`config.mk`:
```
export PLATFORM = sky130hd
export DESIGN_NAME = dft_cfg_sequencer
export DESIGN_NICKNAME = d
export VERILOG_FILES = /design/src/rtl/dft_cfg_pkg.sv /design/src/rtl/dft_cfg_table.sv /design/src/rtl/dft_cfg_sequencer.sv
export SDC_FILE = /design/constraint.sdc
export NUM_CORES = 1
export LEC_CHECK = 0
export BUFFER_PORTS_ARGS = -buffer_cell sky130_fd_sc_hd__buf_2
export CAP_MARGIN = 20
export CORE_ASPECT_RATIO = 1.5
export CORE_UTILIZATION = 50
export CTS_CLUSTER_DIAMETER = 30
export DETAILED_ROUTE_END_ITERATION = 8
export HOLD_SLACK_MARGIN = 0.05
export PLACE_DENSITY = 0.69
export RECOVER_POWER = 25
export SETUP_SLACK_MARGIN = 0.2
export SYNTH_ARGS = -nofsm -noshare
export SYNTH_HDL_FRONTEND = slang
export SYNTH_SLANG_ARGS = --single-unit
```
`constraint.sdc`:
```
create_clock -name CLK -period 2.59 [get_ports CLK]
set_input_delay 0.1295 -clock CLK [delete_from_list [all_inputs] [get_ports CLK]]
set_output_delay 0.1295 -clock CLK [all_outputs]
set_load 0.02 [all_outputs]
```
`src/rtl/dft_cfg_pkg.sv`:
```
// Shared definitions for the DFT configuration sequencer.
// Contents:
//   - default widths and depth of the delay/obj-id table
//   - the unused-slot sentinel value (all-ones delay) at default width
//   - 3-bit FSM state encoding and the state type built on it
package dft_cfg_pkg;

    localparam int DEF_DELAY_LENGTH = 14;
    localparam int DEF_OBJ_ID_WIDTH = 2;
    localparam int DEF_N_OBJ        = 4;

    localparam logic [DEF_DELAY_LENGTH-1:0] DEF_SENTINEL = {DEF_DELAY_LENGTH{1'b1}};

    localparam logic [2:0] ST_IDLE     = 3'd0;
    localparam logic [2:0] ST_LOAD     = 3'd1;
    localparam logic [2:0] ST_WAIT_RDY = 3'd2;
    localparam logic [2:0] ST_STREAM   = 3'd3;
    localparam logic [2:0] ST_DONE     = 3'd4;

    typedef enum logic [2:0] {
        S_IDLE     = ST_IDLE,
        S_LOAD     = ST_LOAD,
        S_WAIT_RDY = ST_WAIT_RDY,
        S_STREAM   = ST_STREAM,
        S_DONE     = ST_DONE
    } state_t;

endpackage

```
`src/rtl/dft_cfg_table.sv`:
```
// N_obj-entry delay/obj-id register file.
// Ports:
//   CLK, reset          clock, synchronous active-high reset
//   wr_en/wr_addr       single write port (caller gates writes while busy)
//   wr_delay/wr_obj     data written to the addressed entry
//   rd_addr             asynchronous read index (stream pointer)
//   rd_delay/rd_obj     addressed entry contents
// Reset initialises every delay to all-ones (unused slot) and obj id to its index.
module dft_cfg_table
    import dft_cfg_pkg::*;
#(
    parameter int delay_length = DEF_DELAY_LENGTH,
    parameter int obj_id_width = DEF_OBJ_ID_WIDTH,
    parameter int N_obj        = DEF_N_OBJ
) (
    input  logic                    CLK,
    input  logic                    reset,
    input  logic                    wr_en,
    input  logic [obj_id_width-1:0] wr_addr,
    input  logic [delay_length-1:0] wr_delay,
    input  logic [obj_id_width-1:0] wr_obj,
    input  logic [obj_id_width-1:0] rd_addr,
    output logic [delay_length-1:0] rd_delay,
    output logic [obj_id_width-1:0] rd_obj
);

    logic [delay_length-1:0] delay_mem [N_obj];
    logic [obj_id_width-1:0] obj_mem   [N_obj];

    always_ff @(posedge CLK) begin
        for (int i = 0; i < N_obj; i++) begin
            if (reset) begin
                delay_mem[i] <= {delay_length{1'b1}};
                obj_mem[i]   <= obj_id_width'(i);
            end else if (wr_en && (wr_addr == obj_id_width'(i))) begin
                delay_mem[i] <= wr_delay;
                obj_mem[i]   <= wr_obj;
            end
        end
    end

    assign rd_delay = delay_mem[rd_addr];
    assign rd_obj   = obj_mem[rd_addr];

endmodule

```
`src/rtl/dft_cfg_sequencer.sv`:
```
// Configuration sequencer for the DFT datapath.
// Ports:
//   CLK, reset                  clock, synchronous active-high reset
//   cfg_wr_*                    table write port (accepted only while idle)
//   start, abort                pass request / cancel
//   dft_ready, dft_tick         handshake and per-period strobe from the DFT clock generator
//   load, upload                shift-register load strobe, DFT clock enable
//   elem_valid/delay_out/obj_id_out  emitted table entry (held when not valid)
//   busy, done, err             status: not idle / pass complete pulse / error pulse
//   valid_count                 non-sentinel entries emitted by the last completed pass
// All outputs are registered.
module dft_cfg_sequencer
    import dft_cfg_pkg::*;
#(
    parameter int delay_length  = DEF_DELAY_LENGTH,
    parameter int obj_id_width  = DEF_OBJ_ID_WIDTH,
    parameter int N_obj         = DEF_N_OBJ,
    parameter int LOAD_CYCLES   = 2,
    parameter int READY_TIMEOUT = 64
) (
    input  logic                    CLK,
    input  logic                    reset,
    input  logic                    cfg_wr_en,
    input  logic [obj_id_width-1:0] cfg_wr_addr,
    input  logic [delay_length-1:0] cfg_wr_delay,
    input  logic [obj_id_width-1:0] cfg_wr_obj,
    input  logic                    start,
    input  logic                    abort,
    input  logic                    dft_ready,
    input  logic                    dft_tick,
    output logic                    load,
    output logic                    upload,
    output logic                    elem_valid,
    output logic [delay_length-1:0] delay_out,
    output logic [obj_id_width-1:0] obj_id_out,
    output logic                    busy,
    output logic                    done,
    output logic                    err,
    output logic [obj_id_width:0]   valid_count
);

    localparam logic [delay_length-1:0] SENTINEL = {delay_length{1'b1}};
    localparam int LCW = $clog2(LOAD_CYCLES + 1);
    localparam int TCW = $clog2(READY_TIMEOUT + 1);

    state_t                  state;
    logic [LCW-1:0]          load_cnt;
    logic [TCW-1:0]          tmo_cnt;
    logic [obj_id_width-1:0] idx;
    logic [obj_id_width:0]   shadow_count;
    logic [delay_length-1:0] rd_delay;
    logic [obj_id_width-1:0] rd_obj;
    logic                    rd_used;
    logic                    tbl_wr;

    // busy is the registered status, so a write in the same cycle start is
    // sampled in IDLE is still accepted.
    assign tbl_wr  = cfg_wr_en && !busy;
    assign rd_used = (rd_delay != SENTINEL);

    dft_cfg_table #(
        .delay_length (delay_length),
        .obj_id_width (obj_id_width),
        .N_obj        (N_obj)
    ) u_table (
        .CLK      (CLK),
        .reset    (reset),
        .wr_en    (tbl_wr),
        .wr_addr  (cfg_wr_addr),
        .wr_delay (cfg_wr_delay),
        .wr_obj   (cfg_wr_obj),
        .rd_addr  (idx),
        .rd_delay (rd_delay),
        .rd_obj   (rd_obj)
    );

    always_ff @(posedge CLK) begin
        if (reset) begin
            state        <= S_IDLE;
            load_cnt     <= '0;
            tmo_cnt      <= '0;
            idx          <= '0;
            shadow_count <= '0;
            load         <= 1'b0;
            upload       <= 1'b0;
            elem_valid   <= 1'b0;
            delay_out    <= '0;
            obj_id_out   <= '0;
            busy         <= 1'b0;
            done         <= 1'b0;
            err          <= 1'b0;
            valid_count  <= '0;
        end else begin
            elem_valid <= 1'b0;
            done       <= 1'b0;
            err        <= cfg_wr_en && busy;

            // abort beats every transition, including start in IDLE
            if (abort) begin
                state  <= S_IDLE;
                load   <= 1'b0;
                upload <= 1'b0;
                busy   <= 1'b0;
            end else begin
                case (state)
                    S_IDLE: begin
                        if (start) begin
                            state    <= S_LOAD;
                            load     <= 1'b1;
                            busy     <= 1'b1;
                            load_cnt <= '0;
                        end
                    end
                    S_LOAD: begin
                        if (load_cnt == LCW'(LOAD_CYCLES - 1)) begin
                            state   <= S_WAIT_RDY;
                            load    <= 1'b0;
                            upload  <= 1'b1;
                            tmo_cnt <= '0;
                        end else begin
                            load_cnt <= load_cnt + 1'b1;
                        end
                    end
                    S_WAIT_RDY: begin
                        if (dft_ready) begin
                            state        <= S_STREAM;
                            idx          <= '0;
                            shadow_count <= '0;
                        end else if (tmo_cnt == TCW'(READY_TIMEOUT - 1)) begin
                            state  <= S_IDLE;
                            upload <= 1'b0;
                            busy   <= 1'b0;
                            err    <= 1'b1;
                        end else begin
                            tmo_cnt <= tmo_cnt + 1'b1;
                        end
                    end
                    S_STREAM: begin
                        // every tick consumes a slot; sentinel slots emit nothing
                        // so later entries keep their tick-aligned timing
                        if (dft_tick) begin
                            if (rd_used) begin
                                elem_valid <= 1'b1;
                                delay_out  <= rd_delay;
                                obj_id_out <= rd_obj;
                            end
                            idx <= idx + 1'b1;
                            if (idx == obj_id_width'(N_obj - 1)) begin
                                state       <= S_DONE;
                                upload      <= 1'b0;
                                done        <= 1'b1;
                                valid_count <= shadow_count + {{obj_id_width{1'b0}}, rd_used};
                            end else begin
                                shadow_count <= shadow_count + {{obj_id_width{1'b0}}, rd_used};
                            end
                        end
                    end
                    S_DONE: begin
                        state <= S_IDLE;
                        busy  <= 1'b0;
                    end
                    default: begin
                        state  <= S_IDLE;
                        load   <= 1'b0;
                        upload <= 1'b0;
                        busy   <= 1'b0;
                    end
                endcase
            end
        end
    end

endmodule

```
==> flow_summary.toml <==
[routing]
vias = 3167
drc = 0
drtPass1Iterations = 4
wl_met2_mm = 5.30
dr_wl_met3_um = 364
vias_per_cell = 5.58
ant_nets = 0
met1_length_mm = 4.02
wl_per_cell_um = 17.5
drtIter0Drc = 129
dr.max_layer_used = "met4"
wl_mm = 9.92

[setup_path]
cp.arrival_ns = 2.43
critPathKind = "reg -> reg"
crit_fanout = 14
required_ns = 2.79
end_kind = "flop"
cp-start-kind = "flop"

[yosys]
synth_seq_cells = 108
synth.avg_cell_area_um2 = 12.3
syn_area_um2 = 4850
synthDominantCellAreaShare_pct = 39.6
synth_area_leaders = "edfxtp_1 40%, dfxtp_1 18%, mux4_1 7.0%, nand2b_1 4.5%, mux2i_1 3.9%"
synth_nets = 423
netlist_top_cells_count = "64 x edfxtp_1, 49 x nand2_1, 44 x dfxtp_1, 35 x nand2b_1, 28 x or2_2"
synth_largest_area_cell = "edfxtp_1"
synth_seq_area_share_pct = 57.7
synth_edf_count = 64
synth_flop_cell = "edfxtp_1"
syn_inst = 393
yosysMostFrequentCell = "edfxtp_1"
yosys.cell_types.count = 47
synthArstFlopShare_pct = 0
yosys_warnings = 0

[timing]
period_needed_ns = 2.22
skew_ns = 0.00562
setup_tns_ns = 0
post-route-period-util_pct = 85.8
setup-violations-final = 0
slew_violations = 0
hold_viol = 0
slew_headroom_pct = 28.1
hold_slack_ns = 0.0768
fmax_mhz = 450
worstMarginPinSlew_ns = 1.08
setup_ws_ns = 0.368
rsz0062_at_grt = "false"

[cts]
clkSinkCount = 108
cts_buffer_depth = 2
worstSkewPairLatency_ns = 0.34
clockRootBuffer = "clkbuf_16"
cts.clk_slew.worst_paths_ns = 0.07
cts_tree = "yes"
cts_hold_buf = 0
numCtsBuffers = 9
cts-htree-levels = 3

[global_routing]
grt_pass1_wl_mm = 15.3
first_global_vias = 3118
grt-ovfl-total = 0
antenna_found_initial = 0
grt_max_degree = 30
track_usage_pct = 21.3

[placed_design]
placedCellCount = 552
place_congestion = 0.772
dpl.hpwl_mm = 7.05
io_buffer_count = 49
dp_slack_ns = 0.352

[final_layout]
nets = 481
fin_cells = 568
antenna-diode-count = 0
drive_above_1_share_pct = 20.2
area_growth_pct = 14.3

[floorplanning]
core_area_um2 = 9360
pin_count = 50
chipHeight_um = 123
die_area_um2 = 10100
die_x_um = 82.4
row_count = 43
initial_core_util_pct = 51.8

[hold_path]
hp-class = "in -> reg"

[power_and_ir_drop]
power_density_nw_per_um2 = 627
vdd.ir_drop.worst_uv = 425
p_leak_nw = 1.69

[outcome]
status = "finished, final reports clean"

[job]
drv_cap = 0
## layout make-up
cell class	count	area, um^2
clock buffers	14	275
repair buffers	65	339
multi-input cells	257	1910
clock inverters	2	38.8
inverters	10	37.5
flip-flops and latches	108	2800
well taps	112	140
fillers	806	3810
## metrics by stage
stage	area, um^2	utilization [%]	total power (W)
after detailed placement	5290	56.5	0.00210
after global routing	5550	59.3	0.00359
after floorplan	4850	-	0.00201
after global placement	5290	56.5	0.00210
final	5550	59.3	0.00348
after CTS	5600	59.8	0.00350
## power breakdown
group / leakage [nW] / internal (W) / switching (W)
Clock: 0.153 / 0.000840 / 0.000575
Sequential: 0.857 / 0.00185 / 0.0000132
Combinational: 0.685 / 0.0000725 / 0.000127
Total: 1.69 / 0.00276 / 0.000715
## critical path, cell delays in order (launching register included)
cell	delay, ns
dfxtp_1	0.33
buf_8	0.16
mux4_1	0.35
nand4_1	0.19
nor4_4	0.32
inv_1	0.07
ha_1	0.18
ha_2	0.19
xor2_1	0.14
nor2_1	0.10
nor3_1	0.05
## registers in the layout, summed over array words and instances, names as in the netlist, named ones only
name	flops
u_table.obj_mem	8
load_cnt	2
delay_out	14
shadow_count	3
tmo_cnt	7
idx	2
u_table.delay_mem	56
elem_valid	1
busy	1
load	1
obj_id_out	2
state	3
upload	1
valid_count	3
err	1
done	1
## routing by layer
layer / vias to the layer above / GRT usage [%]
met5: - / 0
met4: 0 / 9.32
met3: 14 / 4.31
met2: 64 / 38.7
met1: 1553 / 23.2
li1: 1536 / -
## cells in the final DEF, fill, tap and decap left out, drive strengths merged, types with 16 or more instances in the layout
cell	count
dfxtp	44
nand2b	35
nand2	49
nor2	17
mux4	16
a21oi	18
edfxtp	64
buf	36
clkbuf	43
mux2i	19
or2	29
## logic make-up (layout without fill, tap and decap cells)
logic type	Yosys count	after routing	synth area share, %
flip-flops	108	108	57.7
XOR/XNOR	7	7	1.26
multiplexers	35	35	12.3
buffers and inverters	28	91	3.04
adder cells (fa/ha/maj)	5	5	1.29
AND/OR/NAND/NOR	170	170	19.0
AO/OA/AOI/OAI	40	40	5.28
## repair_timing
item	in CTS	in global routing
endpoints found under the setup margin	0	2
buffers inserted	0	0
resized for setup	0	8
## path summary, 6_finish.rpt
| check | start | end | slack [ns] | cells past startpoint |
|---|---|---|---|---|
| worst max register to register | flop | valid_count[2] | 0.37 | 10 |
| worst max-delay path | flop | valid_count[2] | 0.37 | 10 |
| worst min register to register | load_cnt[1] | load_cnt[1] | 0.46 | 2 |
| worst min-delay path | cfg_wr_delay[6] | u_table.delay_mem[3][6] | 0.08 | 2 |
No activity file was read; power rests on OpenSTA's default activity.
